**src/rtl/axi_fft_master_pkg.sv**
```systemverilog
// Shared types and constants for the FFT sample-RAM AXI initiator.
// Holds the FSM state type, AXI encodings and the burst-legality helper.
package axi_fft_master_pkg;

   typedef enum logic [2:0] {
      ST_IDLE,
      ST_AW,
      ST_W,
      ST_B,
      ST_WAIT_CALC,
      ST_AR,
      ST_R,
      ST_DONE
   } master_fsm;

   localparam logic [1:0] BURST_INCR = 2'b01;
   localparam logic [2:0] SIZE_2B    = 3'b001;
   localparam logic [2:0] SIZE_4B    = 3'b010;
   localparam int         MAX_BURST  = 256;
   localparam int         ADDR_SPACE = 4096;

   // 13-bit sum so a burst running past the 4 KB window is visible.
   function automatic logic start_legal(input logic [11:0] base, input logic [8:0] num);
      logic [12:0] end_addr;
      end_addr = {1'b0, base} + {3'b000, num, 1'b0};
      return (num != 9'd0) && (num <= 9'(MAX_BURST)) && (end_addr <= 13'(ADDR_SPACE));
   endfunction

endpackage

```
**src/rtl/axi_fft_master_beat_cnt.sv**
```systemverilog
// Beat counter shared by the write-data and read-data phases.
// Cleared on the address handshake, advanced per data beat, flags the final beat.
module axi_fft_master_beat_cnt (
   input  logic       i_clk,
   input  logic       i_rst,
   input  logic       clr,
   input  logic       en,
   input  logic [7:0] last_idx,
   output logic       last
);

   logic [8:0] cnt;

   always_ff @(posedge i_clk) begin
      if (i_rst)    cnt <= 9'd0;
      else if (clr) cnt <= 9'd0;
      else if (en)  cnt <= cnt + 9'd1;
   end

   assign last = (cnt == {1'b0, last_idx});

endmodule

```
**src/rtl/axi_fft_master.sv**
```systemverilog
// AXI4 initiator: writes one 16-bit sample burst, waits for the FFT, reads back results.
// Optional watchdog on stalled handshakes: define AXI_FFT_MASTER_TIMEOUT_EN.
//
// state      | meaning
// IDLE       | waiting for a legal i_START
// AW         | write address offered
// W          | sample stream passed through to W channel
// B          | waiting for write response
// WAIT_CALC  | waiting for FFT calculation end
// AR         | read address offered
// R          | R channel passed through to result sink
// DONE       | one-cycle completion pulse
module axi_fft_master
   import axi_fft_master_pkg::*;
#(
   parameter int DATA_WIDTH     = 32,
   parameter int ID_W_WIDTH     = 2,
   parameter int ID_R_WIDTH     = 2,
   parameter int WR_ID          = 0,
   parameter int RD_ID          = 0,
   parameter int TIMEOUT_CYCLES = 1024
) (
   input  logic                  i_clk,
   input  logic                  i_rst,
   input  logic                  i_START,
   input  logic [11:0]           i_BASE_ADDR,
   input  logic [8:0]            i_NUM_SAMPLES,
   input  logic                  i_CALC_END,
   input  logic [15:0]           i_SRC_DATA,
   input  logic                  i_SRC_VALID,
   output logic                  o_SRC_READY,
   output logic [DATA_WIDTH-1:0] o_RES_DATA,
   output logic                  o_RES_VALID,
   input  logic                  i_RES_READY,
   output logic                  o_BUSY,
   output logic                  o_DONE,
   output logic                  o_ERROR,
   output logic [11:0]           o_AWADDR,
   output logic [7:0]            o_AWLEN,
   output logic [2:0]            o_AWSIZE,
   output logic [1:0]            o_AWBURST,
   output logic [ID_W_WIDTH-1:0] o_AWID,
   output logic                  o_AWVALID,
   input  logic                  i_AWREADY,
   output logic [15:0]           o_WDATA,
   output logic [1:0]            o_WSTRB,
   output logic                  o_WVALID,
   output logic                  o_WLAST,
   input  logic                  i_WREADY,
   input  logic                  i_BVALID,
   input  logic [ID_W_WIDTH-1:0] i_BID,
   output logic                  o_BREADY,
   output logic [11:0]           o_ARADDR,
   output logic [7:0]            o_ARLEN,
   output logic [2:0]            o_ARSIZE,
   output logic [1:0]            o_ARBURST,
   output logic [ID_R_WIDTH-1:0] o_ARID,
   output logic                  o_ARVALID,
   input  logic                  i_ARREADY,
   input  logic [DATA_WIDTH-1:0] i_RDATA,
   input  logic [ID_R_WIDTH-1:0] i_RID,
   input  logic                  i_RVALID,
   input  logic                  i_RLAST,
   output logic                  o_RREADY
);

   master_fsm   state;
   logic [11:0] addr_q;
   logic [7:0]  len_q;
   logic        beat_last;
   logic        w_beat;
   logic        r_beat;
   logic        beat_clr;
   logic        wd_expire;

   assign w_beat   = (state == ST_W) && i_SRC_VALID && i_WREADY;
   assign r_beat   = (state == ST_R) && i_RVALID && i_RES_READY;
   assign beat_clr = (o_AWVALID && i_AWREADY) || (o_ARVALID && i_ARREADY);

   axi_fft_master_beat_cnt u_beat_cnt (
      .i_clk    (i_clk),
      .i_rst    (i_rst),
      .clr      (beat_clr),
      .en       (w_beat || r_beat),
      .last_idx (len_q),
      .last     (beat_last)
   );

   assign o_AWADDR  = addr_q;
   assign o_AWLEN   = len_q;
   assign o_AWSIZE  = SIZE_2B;
   assign o_AWBURST = BURST_INCR;
   assign o_AWID    = ID_W_WIDTH'(WR_ID);
   assign o_ARADDR  = addr_q;
   assign o_ARLEN   = len_q;
   assign o_ARSIZE  = SIZE_4B;
   assign o_ARBURST = BURST_INCR;
   assign o_ARID    = ID_R_WIDTH'(RD_ID);

   // Data channels are zero-latency pass-throughs gated by phase.
   assign o_WDATA     = i_SRC_DATA;
   assign o_WSTRB     = 2'b11;
   assign o_WVALID    = (state == ST_W) && i_SRC_VALID;
   assign o_WLAST     = (state == ST_W) && beat_last;
   assign o_SRC_READY = (state == ST_W) && i_WREADY;
   assign o_RES_DATA  = i_RDATA;
   assign o_RES_VALID = (state == ST_R) && i_RVALID;
   assign o_RREADY    = (state == ST_R) && i_RES_READY;

`ifdef AXI_FFT_MASTER_TIMEOUT_EN
   localparam int WD_W = $clog2(TIMEOUT_CYCLES) + 1;

   logic [WD_W-1:0] wd_cnt;
   logic            wd_run;
   logic            wd_hs;

   always_comb begin
      wd_run = 1'b0;
      wd_hs  = 1'b0;
      case (state)
         ST_AW:   begin wd_run = 1'b1; wd_hs = i_AWREADY; end
         ST_W:    begin wd_run = 1'b1; wd_hs = w_beat;    end
         ST_B:    begin wd_run = 1'b1; wd_hs = i_BVALID;  end
         ST_AR:   begin wd_run = 1'b1; wd_hs = i_ARREADY; end
         ST_R:    begin wd_run = 1'b1; wd_hs = r_beat;    end
         default: ;
      endcase
   end

   always_ff @(posedge i_clk) begin
      if (i_rst || !wd_run || wd_hs) wd_cnt <= '0;
      else                           wd_cnt <= wd_cnt + WD_W'(1);
   end

   assign wd_expire = wd_run && !wd_hs && (wd_cnt == WD_W'(TIMEOUT_CYCLES - 1));
`else
   logic unused_timeout;
   assign unused_timeout = (TIMEOUT_CYCLES != 0);
   assign wd_expire      = 1'b0;
`endif

   always_ff @(posedge i_clk) begin
      if (i_rst) begin
         state     <= ST_IDLE;
         addr_q    <= 12'd0;
         len_q     <= 8'd0;
         o_AWVALID <= 1'b0;
         o_BREADY  <= 1'b0;
         o_ARVALID <= 1'b0;
         o_BUSY    <= 1'b0;
         o_DONE    <= 1'b0;
         o_ERROR   <= 1'b0;
      end else begin
         o_DONE  <= 1'b0;
         o_ERROR <= 1'b0;
         if (wd_expire) begin
            state     <= ST_IDLE;
            o_AWVALID <= 1'b0;
            o_BREADY  <= 1'b0;
            o_ARVALID <= 1'b0;
            o_BUSY    <= 1'b0;
            o_ERROR   <= 1'b1;
         end else begin
            case (state)
               ST_IDLE: begin
                  if (i_START) begin
                     if (start_legal(i_BASE_ADDR, i_NUM_SAMPLES)) begin
                        addr_q    <= i_BASE_ADDR;
                        len_q     <= 8'(i_NUM_SAMPLES - 9'd1);
                        o_AWVALID <= 1'b1;
                        o_BUSY    <= 1'b1;
                        state     <= ST_AW;
                     end else begin
                        o_ERROR <= 1'b1;
                     end
                  end
               end
               ST_AW: begin
                  if (i_AWREADY) begin
                     o_AWVALID <= 1'b0;
                     state     <= ST_W;
                  end
               end
               ST_W: begin
                  if (w_beat && beat_last) begin
                     o_BREADY <= 1'b1;
                     state    <= ST_B;
                  end
               end
               ST_B: begin
                  if (i_BVALID) begin
                     o_BREADY <= 1'b0;
                     if (i_BID != ID_W_WIDTH'(WR_ID)) begin
                        o_ERROR <= 1'b1;
                        o_BUSY  <= 1'b0;
                        state   <= ST_IDLE;
                     end else begin
                        state <= ST_WAIT_CALC;
                     end
                  end
               end
               ST_WAIT_CALC: begin
                  if (i_CALC_END) begin
                     o_ARVALID <= 1'b1;
                     state     <= ST_AR;
                  end
               end
               ST_AR: begin
                  if (i_ARREADY) begin
                     o_ARVALID <= 1'b0;
                     state     <= ST_R;
                  end
               end
               ST_R: begin
                  // RLAST must coincide exactly with the counted final beat.
                  if (r_beat) begin
                     if ((i_RID != ID_R_WIDTH'(RD_ID)) || (i_RLAST != beat_last)) begin
                        o_ERROR <= 1'b1;
                        o_BUSY  <= 1'b0;
                        state   <= ST_IDLE;
                     end else if (beat_last) begin
                        o_DONE <= 1'b1;
                        state  <= ST_DONE;
                     end
                  end
               end
               ST_DONE: begin
                  o_BUSY <= 1'b0;
                  state  <= ST_IDLE;
               end
               default: begin
                  o_BUSY <= 1'b0;
                  state  <= ST_IDLE;
               end
            endcase
         end
      end
   end

endmodule

```
**config.mk**
```make
export PLATFORM = sky130hd
export DESIGN_NAME = axi_fft_master
export DESIGN_NICKNAME = d
export VERILOG_FILES = /design/src/rtl/axi_fft_master_pkg.sv /design/src/rtl/axi_fft_master_beat_cnt.sv /design/src/rtl/axi_fft_master.sv
export SDC_FILE = /design/constraint.sdc
export NUM_CORES = 1
export LEC_CHECK = 0
export CAP_MARGIN = 20
export CELL_PAD_IN_SITES_DETAIL_PLACEMENT = 0
export CELL_PAD_IN_SITES_GLOBAL_PLACEMENT = 2
export CORE_MARGIN = 2
export CORE_UTILIZATION = 22
export CTS_BUF_LIST = sky130_fd_sc_hd__clkbuf_2 sky130_fd_sc_hd__clkbuf_4 sky130_fd_sc_hd__clkbuf_8
export DETAILED_ROUTE_END_ITERATION = 16
export PLACE_DENSITY = 0.91
export SLEW_MARGIN = 20
export SYNTH_ARGS = -nofsm -noshare
export SYNTH_HDL_FRONTEND = slang
export SYNTH_SLANG_ARGS = --single-unit
```
**constraint.sdc**
```tcl
create_clock -name i_clk -period 3 [get_ports i_clk]
set_input_delay 0.6 -clock i_clk [delete_from_list [all_inputs] [get_ports i_clk]]
set_output_delay 0.6 -clock i_clk [all_outputs]
set_load 0.02 [all_outputs]
```
==> results of run 1 <==
[cell type report]
type	count	area [µm²]	share of cell area (%)
Clock buffer	6	82.6	1.71
Tap cell	225	282	5.83
Clock inverter	1	30.0	0.622
Sequential cell	38	761	15.8
Multi-Input combinational cell	351	2360	48.9
Timing Repair Buffer	139	1280	26.5
Inverter	9	33.8	0.700
[stage by stage]
stage | std cells | total power (W) | setup TNS [ps] | hold WS [ps] | utilization [%]
after floorplan | 510 | 0.00170 | 0 | 499 | -
after global placement | 760 | 0.00206 | -7960 | 503 | 27.1
after detailed placement | 760 | 0.00205 | -9700 | 488 | 27.1
after CTS | 769 | 0.00252 | 0 | 509 | 28.0
after global routing | 769 | 0.00267 | 0 | 542 | 28.0
final | 769 | 0.00250 | 0 | 511 | 28.0
[path summary, 6_finish.rpt]
path,start,to,slack [ps],depth (start not counted)
worst min register to register,o_BUSY,o_BUSY,510,2
worst min-delay path,o_BUSY,o_BUSY,510,2
worst max-delay path,i_BASE_ADDR[2],o_ERROR,130,9
worst max register to register,state[0],state[2],750,6
[cell usage in the layout, fill, tap and decap left out, types with 3 or more instances in the layout]
| cell type | Yosys | final |
|---|---|---|
| nor2_1 | 26 | 26 |
| xor2_1 | 16 | 16 |
| nor3b_1 | 13 | 13 |
| inv_1 | 9 | 9 |
| nor4b_2 | 2 | 3 |
| o211a_1 | 3 | 3 |
| ha_1 | 12 | 10 |
| o211ai_1 | 28 | 28 |
| conb_1 | 2 | 16 |
| o21a_1 | 3 | 3 |
| nand2_1 | 22 | 22 |
| nand3b_1 | 3 | 3 |
| dfxtp_1 | 38 | 38 |
| o21ai_0 | 8 | 8 |
| and3_1 | 6 | 6 |
| mux2i_1 | 3 | 3 |
| nand3_1 | 47 | 47 |
| nor2b_1 | 23 | 23 |
| a21oi_1 | 15 | 15 |
| clkdlybuf4s50_1 | 0 | 84 |
| clkbuf_8 | 1 | 6 |
| buf_4 | 84 | 50 |
| and2_1 | 4 | 4 |
| a31oi_1 | 3 | 3 |
| xnor2_1 | 7 | 7 |
| nand2b_1 | 5 | 5 |
| a211oi_2 | 1 | 3 |
| a22oi_1 | 19 | 19 |
| nor3_1 | 16 | 16 |
[worst max-delay path, cell delays in order]
cell and delay, ps:
clkdlybuf4s50_1 460, buf_4 170, ha_1 290, and3_1 170, or4_4 490, a211oi_2 230, nand4_1 130, o211a_1 280
a22o_1 210
[flip-flops by register name, indices dropped and copies added (netlist names)]
| name | count |
|---|---|
| o_ERROR | 1 |
| state | 3 |
| o_ARVALID | 1 |
| u_beat_cnt.cnt | 9 |
| o_AWVALID | 1 |
| o_DONE | 1 |
| o_BREADY | 1 |
| o_BUSY | 1 |
| o_ARLEN | 8 |
| o_ARADDR | 12 |
[what timing repair did]
action / 4_1_cts / 5_1_grt
setup endpoints to repair: 24 / 7
gates cloned: 0 / 0
setup buffers: 2 / 0
resized for setup: 6 / 1
pin swaps: 5 / 4
hold buffers: 0 / 0
[metal layers]
layer	wire length, µm	part of all wire (%)	vias to the layer above
li1	-	-	1788
met1	5440	49	1632
met5	0	0	-
met4	129	1.2	0
met2	4870	44	104
met3	686	6.2	18
[power breakdown]
group	switching, W	internal (W)
clock network	0.000186	0.000266
logic	0.000717	0.000611
registers	0.000125	0.000592
total	0.00103	0.00147
[logic make-up (layout without fill, tap and decap cells)]
family	after synthesis	in the layout
simple gates	194	194
buf+inv	121	155
compound gates	101	101
flops	38	38
xor+xnor	23	23
fa+ha+maj	13	13
mux	4	4
other cells	2	16
[synth_stat cells (9+ instances only)]
cell type	number
a21oi_1	15
a22oi_1	19
buf_2	10
buf_4	84
clkbuf_1	12
dfxtp_1	38
ha_1	12
inv_1	9
nand2_1	22
nand3_1	47
nor2_1	26
nor2b_1	23
nor3_1	16
nor3b_1	13
o211ai_1	28
xor2_1	16
==> impl_metrics.yaml, run 1 <==
status:
  status: "finished clean"
yosys:
  synth-compound-area-share_pct: 18.9
  yosys_warnings: 0
  muxShareOfSynthArea_pct: 1.36
  synth_cells: 496
  synth_seq_area_share_pct: 19.6
  yosys.area_share.simple_pct: 29.0
  synth-main-ff-cell: "dfxtp_1"
  ys_async_sr_fraction_pct: 0
  synth_xor_area_share_pct: 5.20
  synthTopCellsByArea: "dfxtp_1 20%, buf_4 16%, nand3_1 6.1%"
  synthAdderAreaFrac_pct: 4.39
  synth_top_family_by_area: "simple AND/OR/NAND/NOR gates"
  synth_top_area_share_pct: 19.6
  postSynthAreaPerCell_um2: 7.81
  ys_ff_latch: 38
  netlist_area_um2: 3870
  synthDistinctLibCells: 68
  yosysTopAreaCell: "dfxtp_1"
  synth_edf_count: 0
floorplanning:
  core_um2: 17200
  dieWidth_um: 137
  dieArea_um2: 18700
  start_util_pct: 22.5
  io_pins: 200
  row_count: 48
  die_h_um: 137
route:
  routed_via_density: 4.61
  drc: 0
  drtIter0Drc: 188
  antenna_left: 0
  dr_total_vias: 3542
  wire_per_inst_um: 14.5
  wl_um: 11100
  drt_first_pass_iters: 4
finish:
  drive_gt1_share_pct: 15.4
  fin_area_um2: 4830
  finalNetCount: 642
  final.fill_count: 1832
  n_antenna_cell: 0
  syn_to_final_growth_pct: 24.5
worst_hold_path:
  min_path_type: "reg -> reg"
grt:
  grt_overflow_total: 0
  grt_start_max_net_pins: 38
  grtUsageTotal_pct: 11.8
  antenna_found_initial: 0
  grt_pass1_vias: 3337
  grt_pass1_wl_um: 17500
  grt_util_met3_pct: 2.59
  use_met2_pct: 18.4
  grt.busiest_layer: "met2"
  grt_use_met1_pct: 16.2
timing:
  drv_slew: 0
  finalSetupViolCount: 0
  setup_ws_ps: 126
  hold_viol_final: 0
  relSlewSlack_pct: 54.3
  worstMarginPinSlew_ps: 685
  max_freq_ghz: 0.348
  final.setup_skew_ps: 13.3
  rsz0062_at_grt: "no"
  min_period_ps: 2870
  period_share_pct: 95.8
run:
  max_cap_violations: 0
worst_setup_path:
  cp.arrival_ps: 3050
  critPathCaptureType: "register"
  setup.worst_path.class: "in -> reg"
  crit_path_max_fanout: 3
  cp-start-kind: "primary input"
  required_ps: 3180
clocking:
  h-tree-depth: 2
  clk_latency_ps: 290
  cts-root-buf: "clkbuf_8"
  cts_buffers: 5
  cts_sinks: 38
  clockBufferDepth: 2
  cts_tree: "yes"
  clk_pin_slew_worst_paths_ps: 70
power_and_ir_drop:
  cellPowerDensity_nw_per_um2: 517
  leakage_nw: 1.81
  ir_worst_vdd_mv: 0.219
placed_design:
  dp_hpwl_um: 8840
  gp_congestion: 0.908
  placed_area_um2: 4680
  io_buffers: 87
  pre_cts_ws_ps: -460
Note: power is estimated with default switching activity, not from simulation.
==> inputs of run 2 (changes only) <==
--- a/config.mk
+++ b/config.mk
@@ -13,6 +13,7 @@
 export CTS_BUF_LIST = sky130_fd_sc_hd__clkbuf_2 sky130_fd_sc_hd__clkbuf_4 sky130_fd_sc_hd__clkbuf_8
 export DETAILED_ROUTE_END_ITERATION = 16
 export PLACE_DENSITY = 0.91
+export SKIP_CTS_REPAIR_TIMING = 1
 export SLEW_MARGIN = 20
 export SYNTH_ARGS = -nofsm -noshare
 export SYNTH_HDL_FRONTEND = slang
==> run 2 against run 1 <==
  * Clock power is essentially flat
  * Total power grew 0.15%
  * Maximum frequency is essentially flat
==> impl_metrics.yaml, run 2 (synthesis gave the netlist of run 1 again) <==
status:
  status: "finished clean"
worst_setup_path:
  cp.arrival_ps: 3070
  r2r_end: "state[2]"
  critPathCaptureType: "register"
  worstRegToRegCells: 6
  cp-start-kind: "primary input"
  r2r_slack_ps: 770
  crit_start: "i_BASE_ADDR[2]"
  r2r_start: "state[0]"
  required_ps: 3200
  worstSetupEndpoint: "o_BUSY"
  crit_path_max_fanout: 3
  setup.worst_path.class: "in -> reg"
timing:
  relSlewSlack_pct: 54.4
  fin_setup_tns_ps: 0
  rsz0062_at_grt: "no"
  final.setup_skew_ps: 14.4
  hold_viol_final: 0
  worstMarginPinSlew_ps: 684
  drv_slew: 0
  period_share_pct: 95.8
  finalSetupViolCount: 0
  max_freq_ghz: 0.348
  min_period_ps: 2870
finish:
  final_cells: 771
  finalNetCount: 644
  drive_gt1_share_pct: 15.8
  syn_to_final_growth_pct: 25.4
  largest_reg_flops: 12
  final_common_cell: "clkdlybuf4s50_1"
  n_antenna_cell: 0
  fin_area_um2: 4860
  layout_common_cells: "84 x clkdlybuf4s50_1, 51 x buf_4, 47 x nand3_1"
power_and_ir_drop:
  leakage_nw: 1.84
  cellPowerDensity_nw_per_um2: 515
  power.total_w: 0.00250
  ir_worst_vdd_mv: 0.219
placed_design:
  dp_hpwl_um: 8840
  io_buffers: 87
  gp_congestion: 0.908
  placed_cells: 760
  placed_area_um2: 4680
route:
  antenna_left: 0
  dr_total_vias: 3565
  drtIter0Drc: 224
  wl_um: 11200
  wire_per_inst_um: 14.5
  drc: 0
  drt_first_pass_iters: 4
  routed_via_density: 4.62
clocking:
  clk_pin_slew_worst_paths_ps: 70
  clockBufferDepth: 2
  h-tree-depth: 2
  cts_sinks: 38
  cts_buffers: 5
  cts-root-buf: "clkbuf_8"
  clk_latency_ps: 290
  cts_tree: "yes"
run:
  max_cap_violations: 0
grt:
  grtUsageTotal_pct: 11.7
  grt_pass1_wl_um: 17400
  grt_start_max_net_pins: 38
  grt_pass1_vias: 3329
  antenna_found_initial: 0
  grt_overflow_total: 0
floorplanning:
  die_h_um: 137
  io_pins: 200
  dieWidth_um: 137
  dieArea_um2: 18700
  start_util_pct: 22.5
  core_um2: 17200
  row_count: 48
worst_hold_path:
  min_path_type: "reg -> reg"
-- run 2: worst max-delay path: stages --
cell and delay [ps]:
clkdlybuf4s50_1 470, buf_4 170, ha_1 290, and3_1 170
or4_4 490, a211oi_2 200, nand4_1 140, o211a_1 300
a211oi_1 240
-- run 2: through the flow --
step / hold WS (ps) / util, % / setup slack (ps)
5_1_grt: 530 / 28.2 / 13.8
4_1_cts: 505 / 27.8 / -170
3_5_place_dp: 488 / 27.1 / -460
2_1_floorplan: 499 / - / 217
6_report: 498 / 28.2 / 127
3_3_place_gp: 503 / 27.1 / -359
-- run 2: worst min path at each step --
stage	startpoint	to	depth (start not counted)
final	o_BUSY	o_BUSY	2
after global routing	o_BUSY	o_BUSY	2
after CTS	o_BUSY	o_BUSY	2
after detailed placement	o_BUSY	o_BUSY	2
after global placement	o_BREADY	o_BREADY	2
after floorplan	u_beat_cnt.cnt[8]	u_beat_cnt.cnt[8]	2
-- run 2: cell type report --
cell class	count	area, µm²
fill	1832	12400
multi-input combinational	351	2360
timing repair buffer	141	1310
sequential	38	761
tap	225	282
clock buffer	6	82.6
inverter	9	33.8
clock inverter	1	30.0
-- run 2: report_power, final --
group	total (W)	switching [W]	internal [W]	leakage, nW
Combinational	0.00133	0.000716	0.000617	1.47
Clock	0.000451	0.000184	0.000266	0.0573
Sequential	0.000718	0.000127	0.000592	0.309
-- run 2: metal layers --
metal	vias up	track usage [%]	part of all wire [%]
met2	127	18.3	43
met5	-	0	0
met1	1626	16.1	48
met3	20	2.59	7.3
met4	0	3.13	1.4
li1	1792	-	-
